$ cat src/rtl/rf_pkg.sv
// Shared constants and enumerations for the register-file write scheduler.
package rf_pkg;

  localparam int NUM_REGS   = 16;
  localparam int DATA_W     = 16;
  localparam int REG_ADDR_W = $clog2(NUM_REGS);

  // Scheduler state: sweeping zeroes through the file, or arbitrating writers.
  typedef enum logic [0:0] {
    CLEAR = 1'b0,
    RUN   = 1'b1
  } rf_sched_state_t;

  // Which source owns the write port in the current cycle.
  typedef enum logic [1:0] {
    G_NONE = 2'd0,
    G_CLR  = 2'd1,
    G_WB   = 2'd2,
    G_SEC  = 2'd3
  } rf_grant_t;

endpackage

$ cat src/rtl/rf_starve_ctr.sv
// Saturating count of consecutive cycles the secondary writer was refused.
module rf_starve_ctr #(
  parameter int LIMIT = 4,
  parameter int CW    = 4
) (
  input  logic clk,
  input  logic rst,
  input  logic inc,
  input  logic clr,
  output logic at_limit
);

  logic [CW-1:0] cnt_reg;

  // Clear has priority over increment; the count parks at LIMIT.
  always_ff @(posedge clk) begin
    if (rst || clr) begin
      cnt_reg <= '0;
    end else if (inc && (cnt_reg != CW'(LIMIT))) begin
      cnt_reg <= cnt_reg + 1'b1;
    end
  end

  assign at_limit = (cnt_reg == CW'(LIMIT));

endmodule

$ cat src/rtl/rf_write_sched.sv
// Arbitrates the register file's single write port between the WB stage,
// a secondary (multi-cycle / debug) writer, and a full-file clear sweep.
module rf_write_sched #(
  parameter int NUM_REGS     = rf_pkg::NUM_REGS,
  parameter int DATA_W       = rf_pkg::DATA_W,
  parameter int STARVE_LIMIT = 4,
  parameter int ZERO_REG     = 1
) (
  input  logic                        clk,
  input  logic                        rst,
  input  logic                        wb_valid,
  input  logic [$clog2(NUM_REGS)-1:0] wb_addr,
  input  logic [DATA_W-1:0]           wb_data,
  output logic                        wb_stall,
  input  logic                        sec_valid,
  input  logic [$clog2(NUM_REGS)-1:0] sec_addr,
  input  logic [DATA_W-1:0]           sec_data,
  output logic                        sec_ready,
  input  logic                        clr_start,
  output logic                        busy,
  output logic                        rf_wen,
  output logic [$clog2(NUM_REGS)-1:0] rf_waddr,
  output logic [DATA_W-1:0]           rf_wdata
);
  import rf_pkg::*;

  localparam int AW = $clog2(NUM_REGS);
  localparam logic [AW-1:0] LAST_ADDR = AW'(NUM_REGS - 1);

  rf_sched_state_t state_reg, state_next;
  logic [AW-1:0]   clr_cnt_reg, clr_cnt_next;
  rf_grant_t       grant;
  logic            starve_at_limit;
  logic            starve_inc, starve_clr;
  logic            wen_next;
  logic [AW-1:0]   waddr_next;
  logic [DATA_W-1:0] wdata_next;

  assign busy = (state_reg == CLEAR);

  // Grant selection: clear sweep owns the port; otherwise a starved secondary
  // writer beats WB, WB beats a fresh secondary request.
  always_comb begin
    grant     = G_NONE;
    sec_ready = 1'b0;
    wb_stall  = 1'b0;
    if (state_reg == CLEAR) begin
      grant    = G_CLR;
      wb_stall = wb_valid;
    end else if (sec_valid && starve_at_limit) begin
      grant     = G_SEC;
      sec_ready = 1'b1;
      wb_stall  = wb_valid;
    end else if (wb_valid) begin
      grant = G_WB;
    end else if (sec_valid) begin
      grant     = G_SEC;
      sec_ready = 1'b1;
    end
  end

  // Route the granted source onto the next write; writes to r0 are dropped
  // when it is hardwired to zero, but the clear sweep still writes it.
  always_comb begin
    waddr_next = rf_waddr;
    wdata_next = rf_wdata;
    wen_next   = 1'b0;
    unique case (grant)
      G_CLR: begin
        waddr_next = clr_cnt_reg;
        wdata_next = '0;
        wen_next   = 1'b1;
      end
      G_WB: begin
        waddr_next = wb_addr;
        wdata_next = wb_data;
        wen_next   = !((ZERO_REG != 0) && (wb_addr == '0));
      end
      G_SEC: begin
        waddr_next = sec_addr;
        wdata_next = sec_data;
        wen_next   = !((ZERO_REG != 0) && (sec_addr == '0));
      end
      default: begin
        wen_next = 1'b0;
      end
    endcase
  end

  // Next state: the sweep walks every address once, then hands over to RUN;
  // a clear request in RUN restarts the sweep from address 0.
  always_comb begin
    state_next   = state_reg;
    clr_cnt_next = clr_cnt_reg;
    if (state_reg == CLEAR) begin
      clr_cnt_next = clr_cnt_reg + 1'b1;
      if (clr_cnt_reg == LAST_ADDR) begin
        state_next   = RUN;
        clr_cnt_next = '0;
      end
    end else if (clr_start) begin
      state_next   = CLEAR;
      clr_cnt_next = '0;
    end
  end

  // State and sweep-address registers.
  always_ff @(posedge clk) begin
    if (rst) begin
      state_reg   <= CLEAR;
      clr_cnt_reg <= '0;
    end else begin
      state_reg   <= state_next;
      clr_cnt_reg <= clr_cnt_next;
    end
  end

  // Registered write-port outputs; reset drops any pending write.
  always_ff @(posedge clk) begin
    if (rst) begin
      rf_wen   <= 1'b0;
      rf_waddr <= '0;
      rf_wdata <= '0;
    end else begin
      rf_wen   <= wen_next;
      rf_waddr <= waddr_next;
      rf_wdata <= wdata_next;
    end
  end

  // Starvation only accrues while arbitrating; the sweep and a pending clear
  // both reset it so a fresh RUN phase starts fair.
  assign starve_inc = (state_reg == RUN) && sec_valid && !sec_ready;
  assign starve_clr = (state_reg == CLEAR) || !sec_valid || sec_ready || clr_start;

  rf_starve_ctr #(
    .LIMIT (STARVE_LIMIT),
    .CW    (4)
  ) u_starve (
    .clk      (clk),
    .rst      (rst),
    .inc      (starve_inc),
    .clr      (starve_clr),
    .at_limit (starve_at_limit)
  );

endmodule

$ cat config.mk
export PLATFORM = sky130hd
export DESIGN_NAME = rf_write_sched
export DESIGN_NICKNAME = d
export VERILOG_FILES = /design/src/rtl/rf_pkg.sv /design/src/rtl/rf_starve_ctr.sv /design/src/rtl/rf_write_sched.sv
export SDC_FILE = /design/constraint.sdc
export NUM_CORES = 1
export LEC_CHECK = 0
export CORE_UTILIZATION = 30
export CTS_BUF_LIST = sky130_fd_sc_hd__clkbuf_8 sky130_fd_sc_hd__clkbuf_16
export CTS_CLUSTER_DIAMETER = 200
export DETAILED_ROUTE_END_ITERATION = 12
export PLACE_DENSITY = 0.6
export SYNTH_ARGS = -nofsm -noshare
export SYNTH_HDL_FRONTEND = slang
export SYNTH_SLANG_ARGS = --single-unit
$ cat constraint.sdc
create_clock -name clk -period 1.6 [get_ports clk]
set_input_delay 0.48 -clock clk [delete_from_list [all_inputs] [get_ports clk]]
set_output_delay 0.48 -clock clk [all_outputs]
set_load 0.005 [all_outputs]
==> summary.txt, run 1 <==
status = finished with violations
failing checks = negative setup slack
CTS tree = done
IO Pins = 69
first-pass GRT wire length = 7230 um
DR iter-0 viols = 78
# nets final = 317
Routed Wire Length = 4640 um
Max VDD drop = 0.000327 V
Post-CTS Hold Buffers = 0
ys async rst share = 0
Post-synth EDFFs = 0
share of layout cells above drive strength 1 = 0.230
largest register by flop count = rf_wdata
CTS Buffer Depth = 2
IO buf count = 68
Starting Density = 0.313
vias = 1629
minimum clock period = 1.70 ns
number of global-route vias before repair = 1561
Inserted Diodes = 0
Post-route DRC = 0
hpwl dp = 3400 um
largest net degree at the start of global routing = 27
CP Data Arrival Time = 1.22 ns
most frequent cells in the layout = clkdlybuf4s50_1 (42), dfxtp_1 (24), buf_4 (23)
core area = 0.00511 mm^2
max reg flops = 16
Antenna Nets Post-Route = 0
Crit Path Max Fanout = 3
Hold Fails Final Rpt = 0
Synth Cell Area = 0.00160 mm^2
DP Area = 0.00250 mm^2
Die Y = 75.0 um
sequential fraction of the synthesis area = 0.375
final setup fails = 2
Crit Path Category = flip-flop to primary output
CTS buffer count = 5
standby leakage power = 1.18 nW
max-slew violation count = 0
Overflow after GRT = 0
Area Overhead vs Synth = 63.5%
drt wl/cell = 13.7 um
average cell area after synthesis = 8.79 um^2
clock sinks = 30
setup TNS = -0.174 ns
clk_lat worst skew = 0.28 ns
final setup margin = -0.0997 ns
post-synth cell types = 37
syn_nets = 230
dominant synthesized flop cell = dfxtp_1
Core Rows = 26
Clock H-tree levels = 2
vias per cell = 4.81
Max Cap Viol = 0
pwr dens = 616 mW/mm^2
Yosys reg bits = 30
Final Wtd Congestion = 0.776
die area = 0.00563 mm^2
Design Power = 0.00161 W
commonest non-fill, non-tap cell in the layout = clkdlybuf4s50_1
initial antenna violation count = 0
Worst-path clk slew = 0.06 ns
worst hold path class = flip-flop to flip-flop
required time of the worst setup path = 1.12 ns
worst-margin pin slew = 0.321 ns
Critical Path End Type = primary output
Max Freq = 588 MHz
slew margin rel. = 0.783
Post-Synthesis Cells = 182
RSZ-0062 raised after global routing = yes
Root Buffer = clkbuf_8
Setup WS pre-CTS = -0.689 ns
period utilization = 1.06
global-route usage over all layers = 0.169
Synthesis Warnings = 0
Final Skew = 0.00319 ns
drt pass-1 iters = 4
Finished Cell Area = 0.00262 mm^2
die width = 75.0 um
critical path startpoint category = flip-flop
[through the flow]
step                      utilization  instances  hold slack [ns]
after floorplan                     -        182            0.430
after global placement          0.490        331            0.506
after detailed placement        0.490        331            0.518
after CTS                       0.508        338            0.528
after global routing            0.512        339            0.536
final                           0.512        339            0.516
[where the power goes]
group	leakage, nW	total [W]	internal [W]	switching (W)
logic	0.890	0.000265	0.000167	0.0000983
registers	0.246	0.000769	0.000759	0.0000106
clock network	0.0438	0.000578	0.000291	0.000287
[critical path, stage by stage, from the launching register on]
cell,delay (ns)
dfxtp_2,0.32
inv_2,0.06
ha_4,0.14
nand4b_4,0.13
a21boi_2,0.16
buf_2,0.13
[cell families after synthesis]
| logic type | synth area share |
|---|---|
| AO/OA/AOI/OAI | 0.254 |
| XOR/XNOR | 0.0109 |
| adder cells (fa/ha/maj) | 0.0235 |
| buffers and inverters | 0.109 |
| flip-flops | 0.375 |
| AND/OR/NAND/NOR | 0.228 |
[cell usage after synthesis, types with 2 or more instances]
cell type | n | area share
a211o_1 | 3 | 0.016
a211oi_1 | 10 | 0.047
a211oi_2 | 10 | 0.078
a21oi_1 | 3 | 0.0094
a221o_1 | 2 | 0.013
a41oi_1 | 2 | 0.011
buf_2 | 4 | 0.013
buf_4 | 5 | 0.023
buf_6 | 2 | 0.014
clkbuf_1 | 3 | 0.0070
dfxtp_1 | 30 | 0.38
ha_1 | 3 | 0.023
inv_1 | 21 | 0.049
nand2b_1 | 2 | 0.0078
nand3_1 | 3 | 0.0094
nor2_1 | 12 | 0.028
nor2b_1 | 4 | 0.016
nor3_1 | 7 | 0.022
nor3b_1 | 16 | 0.075
nor4_1 | 2 | 0.0078
nor4b_1 | 5 | 0.027
o21ai_0 | 2 | 0.0063
o21ai_1 | 17 | 0.053
[metal layers]
layer	track usage	share of wire	vias up
met5	0	0	-
met4	0.0503	0.016	0
met3	0.0442	0.056	7
met2	0.276	0.48	47
met1	0.220	0.45	747
li1	-	-	828
[layout make-up]
class	instances	area, um^2
sequential	30	608
timing repair buffer	94	896
inverter	22	82.6
clock inverter	2	10.0
fill	517	2490
clock buffer	5	68.8
tap	70	87.6
multi-input combinational	116	863
[worst paths after layout]
check / slack, ns / start / end / depth (start not counted)
setup / recovery: -0.1 / u_starve.cnt_reg[0] / wb_stall / 5
hold / removal: 0.52 / u_starve.cnt_reg[0] / u_starve.cnt_reg[0] / 2
setup reg to reg: 0.11 / u_starve.cnt_reg[0] / rf_wdata[5] / 8
hold reg to reg: 0.52 / u_starve.cnt_reg[0] / u_starve.cnt_reg[0] / 2
[what timing repair did]
item | in CTS | in global routing
pin swaps | 3 | 3
setup endpoints to repair | 40 | 26
gates resized for setup | 39 | 10
cloned | 0 | 0
setup buffers | 0 | 1
(Power assumes the default switching activity.)
==> run 2, diff against run 1 <==
Settings changed: GPL_TIMING_DRIVEN from default to 1.
==> results of run 2 <==
No change in the layout: final DEF, timing and power equal those of run 1.
==> run 3, diff against run 2 <==
Settings changed: REMOVE_ABC_BUFFERS from default to 1.
==> summary.txt, run 3 (synthesized netlist as in run 1, its figures left out) <==
Final Wtd Congestion = 0.786 (+1.3%)
die width = 75.0 um (unchanged)
share of layout cells above drive strength 1 = 0.253 (+0.0222)
worst hold path class = flip-flop to flip-flop
CTS tree = done
first-pass GRT wire length = 7500 um (+3.7%)
Worst-path clk slew = 0.06 ns (about the same)
number of global-route vias before repair = 1565 (+0.26%)
Psw = 0.000405 W (+2.4%)
WHS = 0.512 ns (-0.00379 ns)
Die Y = 75.0 um (unchanged)
final setup fails = 2 (unchanged)
Seq pwr share = 0.458 (-0.019)
initial antenna violation count = 0 (unchanged)
core area = 0.00511 mm^2 (unchanged)
Max VDD drop = 0.000450 V (+38%)
worst path cell trace = inv_2 > ha_4 > nand4b_4 > a21oi_2 > buf_2
Crit Path Category = flip-flop to primary output
clock share of power = 0.378 (+0.019)
period utilization = 1.04 (-0.0256)
logic gate share of total power = 0.163 (about the same)
CTS Buffer Depth = 2 (unchanged)
RSZ-0062 raised after global routing = yes
# nets final = 324 (+2.2%)
status = finished with violations
Antenna Nets Post-Route = 0 (unchanged)
Core Rows = 26 (unchanged)
Starting Density = 0.313 (unchanged)
Critical Path End Type = primary output
drt pass-1 iters = 4 (unchanged)
largest register by flop count = rf_wdata
Overflow after GRT = 0 (unchanged)
DR iter-0 viols = 109 (+40%)
final setup margin = -0.0587 ns (+0.0410 ns)
max-slew violation count = 0 (unchanged)
largest net degree at the start of global routing = 17 (-37%)
most frequent cells in the layout = clkdlybuf4s50_1 (42), buf_4 (30), dfxtp_1 (23)
Clock H-tree levels = 2 (unchanged)
Net Sw Frac = 0.242 (-0.00354)
CP Data Arrival Time = 1.18 ns (-0.04 ns)
Routed Wire Length = 4720 um (+1.7%)
Root Buffer = clkbuf_8
IO buf count = 68 (unchanged)
drt wl/cell = 13.6 um (-0.62%)
Filler cells = 509 (-1.5%)
worst-margin pin slew = 0.360 ns (+0.0388 ns)
slew margin rel. = 0.758 (-0.0250)
vias = 1663 (+2.1%)
global-route usage over all layers = 0.179 (+0.00923)
failing checks = negative setup slack
clock sinks = 30 (unchanged)
commonest non-fill, non-tap cell in the layout = clkdlybuf4s50_1
Hold Fails Final Rpt = 0 (unchanged)
required time of the worst setup path = 1.12 ns (about the same)
minimum clock period = 1.66 ns (-0.0410 ns)
vias per cell = 4.79 (-0.27%)
Post-CTS Hold Buffers = 0 (unchanged)
max reg flops = 16 (unchanged)
clk_lat worst skew = 0.29 ns (about the same)
Crit Path Max Fanout = 3 (unchanged)
DP Area = 0.00255 mm^2 (+1.8%)
Max Freq = 603 MHz (+2.5%)
pwr dens = 623 mW/mm^2 (+0.98%)
CTS buffer count = 5 (unchanged)
Design Power = 0.00168 W (+3.9%)
crit path max-delay cell type = dfxtp_2
critical path startpoint category = flip-flop
CP max stage delay = 0.32 ns (about the same)
standby leakage power = 1.20 nW (+1.6%)
Final Skew = 0.00964 ns (+0.00645 ns)
Area Overhead vs Synth = 68.2%
IO Pins = 69 (unchanged)
P_int = 0.00127 W (+4.4%)
Post-route DRC = 0 (unchanged)
Max Cap Viol = 0 (unchanged)
Inserted Diodes = 0 (unchanged)
die area = 0.00563 mm^2 (unchanged)
Finished Cell Area = 0.00269 mm^2 (+2.9%)
hpwl dp = 3480 um (+2.3%)
[run 3: cell types whose count changed in the layout (fill, tap and decap cells not counted), moves of 2 or more]
| cell | previous run | this run |
|---|---|---|
| nor4b_1 | 5 | 3 |
| nor4b_2 | 0 | 2 |
| dlygate4sd2_1 | 16 | 18 |
| dlymetal6s2s_1 | 7 | 5 |
| buf_4 | 23 | 30 |
[run 3: routing by layer]
layer | up-vias | GRT usage | share of wire
met3 | 14 | 0.0428 | 0.038
met5 | - | 0 | 0
met1 | 761 | 0.237 | 0.49
met2 | 46 | 0.274 | 0.44
met4 | 0 | 0.0818 | 0.029
li1 | 842 | - | -
[run 3: final cells by class]
type                            count  area [um^2]  share of cell area
Sequential cell                    30          612               0.227
Inverter                           22         82.6              0.0307
Multi-Input combinational cell    116          871               0.324
Clock buffer                        6         82.6              0.0307
Tap cell                           70         87.6              0.0325
Timing Repair Buffer              101          947               0.352
Clock inverter                      2         8.76             0.00325
[run 3: final timing paths]
check	slack, ns	from	to	cells after the start
setup / recovery	-0.06	u_starve.cnt_reg[0]	sec_ready	5
hold / removal	0.51	u_starve.cnt_reg[0]	u_starve.cnt_reg[0]	2
setup reg to reg	0.20	u_starve.cnt_reg[0]	rf_wdata[4]	8
hold reg to reg	0.51	u_starve.cnt_reg[0]	u_starve.cnt_reg[0]	2
[run 3: repair_timing]
action | in CTS | in global routing
gates resized for setup | 43 | 8
setup buffers | 2 | 0
pin swaps | 3 | 2
setup endpoints to repair | 44 | 9
[run 3: per-stage QoR]
| stage | TNS (ns) | instances | utilization | setup WS (ns) |
|---|---|---|---|---|
| after floorplan | 0 | 168 | - | 0.0556 |
| after global placement | -11.81 | 337 | 0.499 | -0.778 |
| after detailed placement | -12.01 | 337 | 0.499 | -0.794 |
| after CTS | -0.173 | 347 | 0.522 | -0.0944 |
| after global routing | -0.272 | 347 | 0.527 | -0.139 |
| final | -0.117 | 347 | 0.527 | -0.0587 |
[run 3: critical path, delay by kind of cell, from the launching register on]
family / cells / cell delay, ns
buffers and inverters: 2 / 0.18
AOI/OAI and AO/OA: 1 / 0.14
adders and majority gates: 1 / 0.14
DFF: 1 / 0.32
and+or+nand+nor: 1 / 0.11
[run 3: power groups by stage]
stage               Combinational [W]  Clock (W)  Sequential, W
finish                       0.000273   0.000634       0.000768
global route                 0.000295   0.000692       0.000769
CTS                          0.000274   0.000653       0.000768
detailed placement           0.000276          0       0.000787
global placement             0.000276          0       0.000786
floorplan                   0.0000783          0       0.000785
